===== config.mk =====
export PLATFORM = sky130hd
export DESIGN_NAME = cpu_sequencer_flat
export DESIGN_NICKNAME = d
export VERILOG_FILES = /design/src/rtl/cpu_sequencer_if.sv /design/src/rtl/cpu_sequencer.sv /design/src/flat_wrapper.sv
export SDC_FILE = /design/constraint.sdc
export NUM_CORES = 1
export LEC_CHECK = 0
export ABC_AREA = 0
export BUFFER_PORTS_ARGS = -buffer_cell sky130_fd_sc_hd__buf_4
export CAP_MARGIN = 20
export CORE_MARGIN = 2
export CORE_UTILIZATION = 50
export DETAILED_ROUTE_END_ITERATION = 12
export PLACE_DENSITY = 0.9
export SYNTH_ARGS = -nofsm -noshare
export SYNTH_HDL_FRONTEND = slang
export SYNTH_SLANG_ARGS = --single-unit

===== constraint.sdc =====
create_clock -name clk -period 2.75 [get_ports clk]
set_input_delay 0.1375 -clock clk [delete_from_list [all_inputs] [get_ports clk]]
set_output_delay 0.1375 -clock clk [all_outputs]
set_load 0.02 [all_outputs]

===== src/rtl/cpu_sequencer_if.sv =====
// rtl/cpu_sequencer_if.sv - instruction/data memory handshake bundle for cpu_sequencer
interface cpu_sequencer_if;
    logic imem_req;
    logic imem_ack;
    logic dmem_req;
    logic dmem_we;
    logic dmem_ack;

    modport master (
        output imem_req,
        output dmem_req,
        output dmem_we,
        input  imem_ack,
        input  dmem_ack
    );

    modport slave (
        input  imem_req,
        input  dmem_req,
        input  dmem_we,
        output imem_ack,
        output dmem_ack
    );
endinterface


===== src/rtl/cpu_sequencer.sv =====
// rtl/cpu_sequencer.sv - multi-cycle fetch/decode/exec/mem/wb control FSM owning the pc
// Define CPU_SEQ_STEP_EN for single-step operation: WB returns to IDLE and waits for start.
module cpu_sequencer #(
    parameter int PC_W     = 8,
    parameter int WAIT_MAX = 15
) (
    input  logic                clk,
    input  logic                rst,
    input  logic                start,
    cpu_sequencer_if.master     mem,
    output logic                ir_load,
    input  logic                flag_hlt,
    input  logic                a_en,
    input  logic                m_en,
    input  logic                r_en_r,
    input  logic                r_en_w,
    input  logic                j_en,
    input  logic                mem_rw,
    input  logic                jmp_taken,
    input  logic [PC_W-1:0]     jmp_target,
    output logic                alu_en,
    output logic                reg_rd_en,
    output logic                reg_we,
    output logic [PC_W-1:0]     pc,
    output logic                halted,
    output logic                bus_err,
    output logic [2:0]          state
);

    typedef enum logic [2:0] {
        S_IDLE   = 3'd0,
        S_FETCH  = 3'd1,
        S_DECODE = 3'd2,
        S_EXEC   = 3'd3,
        S_MEM    = 3'd4,
        S_WB     = 3'd5,
        S_HALT   = 3'd6
    } state_t;

    localparam int              CNT_W     = $clog2(WAIT_MAX + 1);
    // Last no-ack cycle before giving up; an ack in this same cycle still wins.
    localparam logic [CNT_W-1:0] WAIT_LAST = CNT_W'(WAIT_MAX - 1);

    state_t           st;
    logic [CNT_W-1:0] wait_cnt;
    logic             hlt_q;
    logic             a_en_q;
    logic             m_en_q;
    logic             r_en_r_q;
    logic             r_en_w_q;
    logic             j_en_q;
    logic             mem_rw_q;

    assign state        = st;
    assign mem.imem_req = (st == S_FETCH);
    assign ir_load      = (st == S_FETCH) && mem.imem_ack;
    assign alu_en       = (st == S_EXEC) && a_en_q;
    assign reg_rd_en    = (st == S_EXEC) && r_en_r_q;
    assign mem.dmem_req = (st == S_MEM);
    assign mem.dmem_we  = (st == S_MEM) && mem_rw_q;
    assign reg_we       = (st == S_WB) && r_en_w_q;

    always_ff @(posedge clk) begin
        if (rst) begin
            st       <= S_IDLE;
            pc       <= '0;
            halted   <= 1'b0;
            bus_err  <= 1'b0;
            wait_cnt <= '0;
            hlt_q    <= 1'b0;
            a_en_q   <= 1'b0;
            m_en_q   <= 1'b0;
            r_en_r_q <= 1'b0;
            r_en_w_q <= 1'b0;
            j_en_q   <= 1'b0;
            mem_rw_q <= 1'b0;
        end else begin
            case (st)
                S_IDLE: begin
                    wait_cnt <= '0;
                    if (start) begin
                        st <= S_FETCH;
                    end
                end
                S_FETCH: begin
                    if (mem.imem_ack) begin
                        wait_cnt <= '0;
                        st       <= S_DECODE;
                    end else if (wait_cnt == WAIT_LAST) begin
                        wait_cnt <= '0;
                        bus_err  <= 1'b1;
                        halted   <= 1'b1;
                        st       <= S_HALT;
                    end else begin
                        wait_cnt <= wait_cnt + CNT_W'(1);
                    end
                end
                S_DECODE: begin
                    hlt_q    <= flag_hlt;
                    a_en_q   <= a_en;
                    m_en_q   <= m_en;
                    r_en_r_q <= r_en_r;
                    r_en_w_q <= r_en_w;
                    j_en_q   <= j_en;
                    mem_rw_q <= mem_rw;
                    if (flag_hlt) begin
                        halted <= 1'b1;
                        st     <= S_HALT;
                    end else begin
                        st <= S_EXEC;
                    end
                end
                S_EXEC: begin
                    // A latched halt never reaches the datapath strobes.
                    if (hlt_q) begin
                        halted <= 1'b1;
                        st     <= S_HALT;
                    end else if (m_en_q) begin
                        st <= S_MEM;
                    end else begin
                        st <= S_WB;
                    end
                end
                S_MEM: begin
                    if (mem.dmem_ack) begin
                        wait_cnt <= '0;
                        st       <= S_WB;
                    end else if (wait_cnt == WAIT_LAST) begin
                        wait_cnt <= '0;
                        bus_err  <= 1'b1;
                        halted   <= 1'b1;
                        st       <= S_HALT;
                    end else begin
                        wait_cnt <= wait_cnt + CNT_W'(1);
                    end
                end
                S_WB: begin
                    if (j_en_q && jmp_taken) begin
                        pc <= jmp_target;
                    end else begin
                        pc <= pc + PC_W'(1);
                    end
`ifdef CPU_SEQ_STEP_EN
                    st <= S_IDLE;
`else
                    st <= S_FETCH;
`endif
                end
                S_HALT: begin
                    wait_cnt <= '0;
                end
                default: begin
                    wait_cnt <= '0;
                    st       <= S_IDLE;
                end
            endcase
        end
    end

endmodule

===== src/flat_wrapper.sv =====
// flat-port wrapper written by rule: the top's interface ports become plain ports
module cpu_sequencer_flat 
#(
    parameter int PC_W     = 8,
    parameter int WAIT_MAX = 15
)
  (clk, rst, start, ir_load, flag_hlt, a_en, m_en, r_en_r, r_en_w, j_en, mem_rw, jmp_taken, jmp_target, alu_en, reg_rd_en, reg_we, pc, halted, bus_err, state, mem_imem_req, mem_dmem_req, mem_dmem_we, mem_imem_ack, mem_dmem_ack);
  cpu_sequencer_if mem_i ();
  input  logic clk;
  input  logic rst;
  input  logic start;
  output logic ir_load;
  input  logic flag_hlt;
  input  logic a_en;
  input  logic m_en;
  input  logic r_en_r;
  input  logic r_en_w;
  input  logic j_en;
  input  logic mem_rw;
  input  logic jmp_taken;
  input  logic [PC_W-1:0] jmp_target;
  output logic alu_en;
  output logic reg_rd_en;
  output logic reg_we;
  output logic [PC_W-1:0] pc;
  output logic halted;
  output logic bus_err;
  output logic [2:0] state;
  output wire logic [$bits(mem_i.imem_req)-1:0] mem_imem_req;
  output wire logic [$bits(mem_i.dmem_req)-1:0] mem_dmem_req;
  output wire logic [$bits(mem_i.dmem_we)-1:0] mem_dmem_we;
  input wire logic [$bits(mem_i.imem_ack)-1:0] mem_imem_ack;
  input wire logic [$bits(mem_i.dmem_ack)-1:0] mem_dmem_ack;
  assign mem_imem_req = mem_i.imem_req;
  assign mem_dmem_req = mem_i.dmem_req;
  assign mem_dmem_we = mem_i.dmem_we;
  assign mem_i.imem_ack = mem_imem_ack;
  assign mem_i.dmem_ack = mem_dmem_ack;
  cpu_sequencer #(.PC_W(PC_W), .WAIT_MAX(WAIT_MAX)) u_core (.clk(clk), .rst(rst), .start(start), .mem(mem_i), .ir_load(ir_load), .flag_hlt(flag_hlt), .a_en(a_en), .m_en(m_en), .r_en_r(r_en_r), .r_en_w(r_en_w), .j_en(j_en), .mem_rw(mem_rw), .jmp_taken(jmp_taken), .jmp_target(jmp_target), .alu_en(alu_en), .reg_rd_en(reg_rd_en), .reg_we(reg_we), .pc(pc), .halted(halted), .bus_err(bus_err), .state(state));
endmodule

==> flow_summary.yaml <==
status:
  status: "completed"
yosys:
  syn_avg_cell_area_sq_um: 8.196
  yosys.area.top_type: "dfxtp_1"
  synth_area_leaders: "dfxtp_1, nor2_1, mux2i_1, nand3_1, a21oi_1"
  synth_edf_count: 0
  ys_seq_area_frac: 0.3510
  syn_nets: 191
  async_flop_share: 0
  syn_inst: 167
  synthesis.area_sq_mm: 0.001369
  synth.distinct_cells: 44
  synth_flop_cell: "dfxtp_1"
  yosys_warnings: 0
  yosysTopAreaCellShare: 0.3510
  ys_ff_latch: 24
sta:
  relSlewSlack: 0.5394
  period_needed_ns: 2.063
  max_freq_ghz: 0.4847
  setup_viol: 0
  fin_tns_setup_ns: 0
  rsz0062_at_grt: "no"
  finalClockSkew_ns: 0.003057
  hold_viol: 0
  fin_crit_sh: 0.7503
  tightestPinTransition_ns: 0.6900
  finalMaxSlewViolations: 0
floorplan:
  fp.dieW_um: 56.32
  placementRows: 18
  ioPinCount: 41
  die_area_sq_mm: 0.003172
  start_util: 0.5379
  coreArea_sq_mm: 0.002545
  dieHeight_um: 56.32
setup_path:
  crit_fanout: 21
  arrival_ns: 2.27
  cp_num_cells: 4
  required_ns: 2.96
  cp_cell_sequence: "and3b_1 > nor2_1 > a2bb2oi_1 > nor2_1"
  crit_buf_inv: 0
  cp_slowest_cell: "dfxtp_1"
  endpoint: "u_core.wait_cnt[2]$_SDFFE_PP0N_"
  crit_path_start_kind: "flop"
  r2r_end: "u_core.wait_cnt[2]$_SDFFE_PP0N_"
  rr_worst_depth: 4
  cp_top_family: "simple AND/OR/NAND/NOR gates"
  worstSetupStartpoint: "u_core.state[1]$_SDFFE_PP0P_"
  critPathKind: "flop to flop"
  critical-path-max-stage-delay_ns: 0.79
  rrSetupSlack_ns: 0.69
  crit_path_frequent_cell: "nor2_1"
  crit_path_end_kind: "flop"
  reg2reg_from: "u_core.state[1]$_SDFFE_PP0P_"
finish:
  final_area_sq_mm: 0.001709
  fin_nets: 227
  layout-drive-gt1-share: 0.2376
  top_register: "u_core.pc"
  syn_to_final_growth_pct: 24.86
  num_antenna_cells: 0
  largest_register_ffs: 8
routing:
  wirelength_um: 3403
  via_per_inst: 6.060
  avgRoutedWirePerCell_um: 14.67
  first_pass_iters: 4
  ant_nets: 0
  vias: 1406
  drt_iter0_markers: 27
  drc: 0
clocking:
  cts_root_buf: "clkbuf_4"
  clk_pin_slew_ns: 0.13
  ctsResizeCount: 0
  h-tree-depth: 1
  post_cts_buffers: 0
  cts_buffers: 3
  tritoncts: "done"
  insertion_delay_ns: 0.32
  cts_sinks: 24
  ctsLongestPathBuffers: 2
  holdBufCountCts: 0
global_routing:
  track_usage: 0.2164
  grt_pass1_wl_um: 5540
  grt_overflow: 0
  grt_max_degree: 25
  antenna_found_initial: 0
  grt_pass1_vias: 1254
place:
  place_area_sq_mm: 0.001657
  gp_congestion: 0.9139
  hpwlAfterDp_um: 2531
  io_buffers: 40
power:
  power.density_mw_per_mm2: 425.1
  ir_worst_vdd_uv: 486.3
  p_leak_nw: 0.6796
min_path:
  hold_class: "input port to flop"
job:
  drv_cap: 0
## cell families (layout without fill, tap and decap cells)
family | after synthesis | count (layout) | share of synthesized area
simple gates | 81 | 81 | 0.3099
compound gates | 37 | 37 | 0.1965
flops | 24 | 24 | 0.3510
buf+inv | 12 | 47 | 0.04479
mux | 7 | 7 | 0.05119
fa+ha+maj | 3 | 3 | 0.02743
xor+xnor | 3 | 3 | 0.01920
## per-layer routing
metal,global-route usage,part of all wire,vias to the layer above
met5,0,0,-
met4,0.05442,0.016,0
met3,0.05300,0.046,8
met2,0.3815,0.52,49
met1,0.2624,0.42,667
li1,-,-,682
## worst reg2reg max path: stages (launching register included)
cell and delay (ns):
dfxtp_1 0.79, and3b_1 0.39, nor2_1 0.31, a2bb2oi_1 0.36, nor2_1 0.11
## cell usage in the layout (no fill, tap or decap), drive strengths merged, types with 4 or more instances in the layout
cell | Yosys | layout
buf | 7 | 40
or3 | 4 | 4
nand2b | 4 | 4
and2 | 5 | 5
nand2 | 9 | 9
a211oi | 4 | 4
o21ai | 7 | 7
mux2i | 7 | 7
dfxtp | 24 | 24
nor4 | 4 | 4
and3 | 4 | 4
a21oi | 9 | 9
nor3 | 5 | 5
nor2 | 26 | 26
nand3 | 12 | 12
## Yosys cell counts, drive strengths merged (2+ instances only)
library cell and count:
dfxtp 24, or3 4, and3 4, nor2 26
inv 3, nand2 9, a31oi 2, mux2i 7
nand3 12, a211oi 4, and2 5, buf 7
and2b 2, nor2b 3, nand2b 4, nor3 5
xnor2 2, o22ai 2, nor4 4, a21oi 9
clkbuf 2, ha 3, o21ai 7
## report_power, final
group          switching, mW  internal (mW)  total [mW]
sequential            0.0164          0.354       0.370
combinational         0.0493         0.0491      0.0984
clock                  0.110          0.147       0.258
## cell type report
class                      instances  area [sq um]
sequential                        24         480.5
tap                               30         37.54
clock inverter                     1         30.03
clock buffer                       3         22.52
timing repair buffer              40         300.3
multi-input combinational        131         827.0
fill                             210         835.8
inverter                           3         11.26
## how the worst min path moves through the flow
stage | startpoint | endpoint | slack, ns | cells after the start
after floorplan | mem_rw | u_core.mem_rw_q$_SDFFE_PP0P_ | 0.28 | 2
after global placement | r_en_w | u_core.r_en_w_q$_SDFFE_PP0P_ | 0.37 | 3
after detailed placement | mem_rw | u_core.mem_rw_q$_SDFFE_PP0P_ | 0.39 | 3
after CTS | a_en | u_core.a_en_q$_SDFFE_PP0P_ | 0.04 | 3
after global routing | a_en | u_core.a_en_q$_SDFFE_PP0P_ | 0.05 | 3
final | a_en | u_core.a_en_q$_SDFFE_PP0P_ | 0.04 | 3
## stage by stage
step	setup WS, ns	hold slack (ns)	utilization	power [mW]	instances
finish	0.6867	0.04224	0.6716	0.7265	232
global route	0.4734	0.04867	0.6716	0.7521	232
CTS	0.6899	0.04188	0.6716	0.7286	232
detailed placement	0.6955	0.3851	0.6509	0.4744	228
global placement	0.9035	0.3733	0.6509	0.4690	228
floorplan	1.160	0.2843	-	0.4288	167
(Power assumes the default switching activity.)
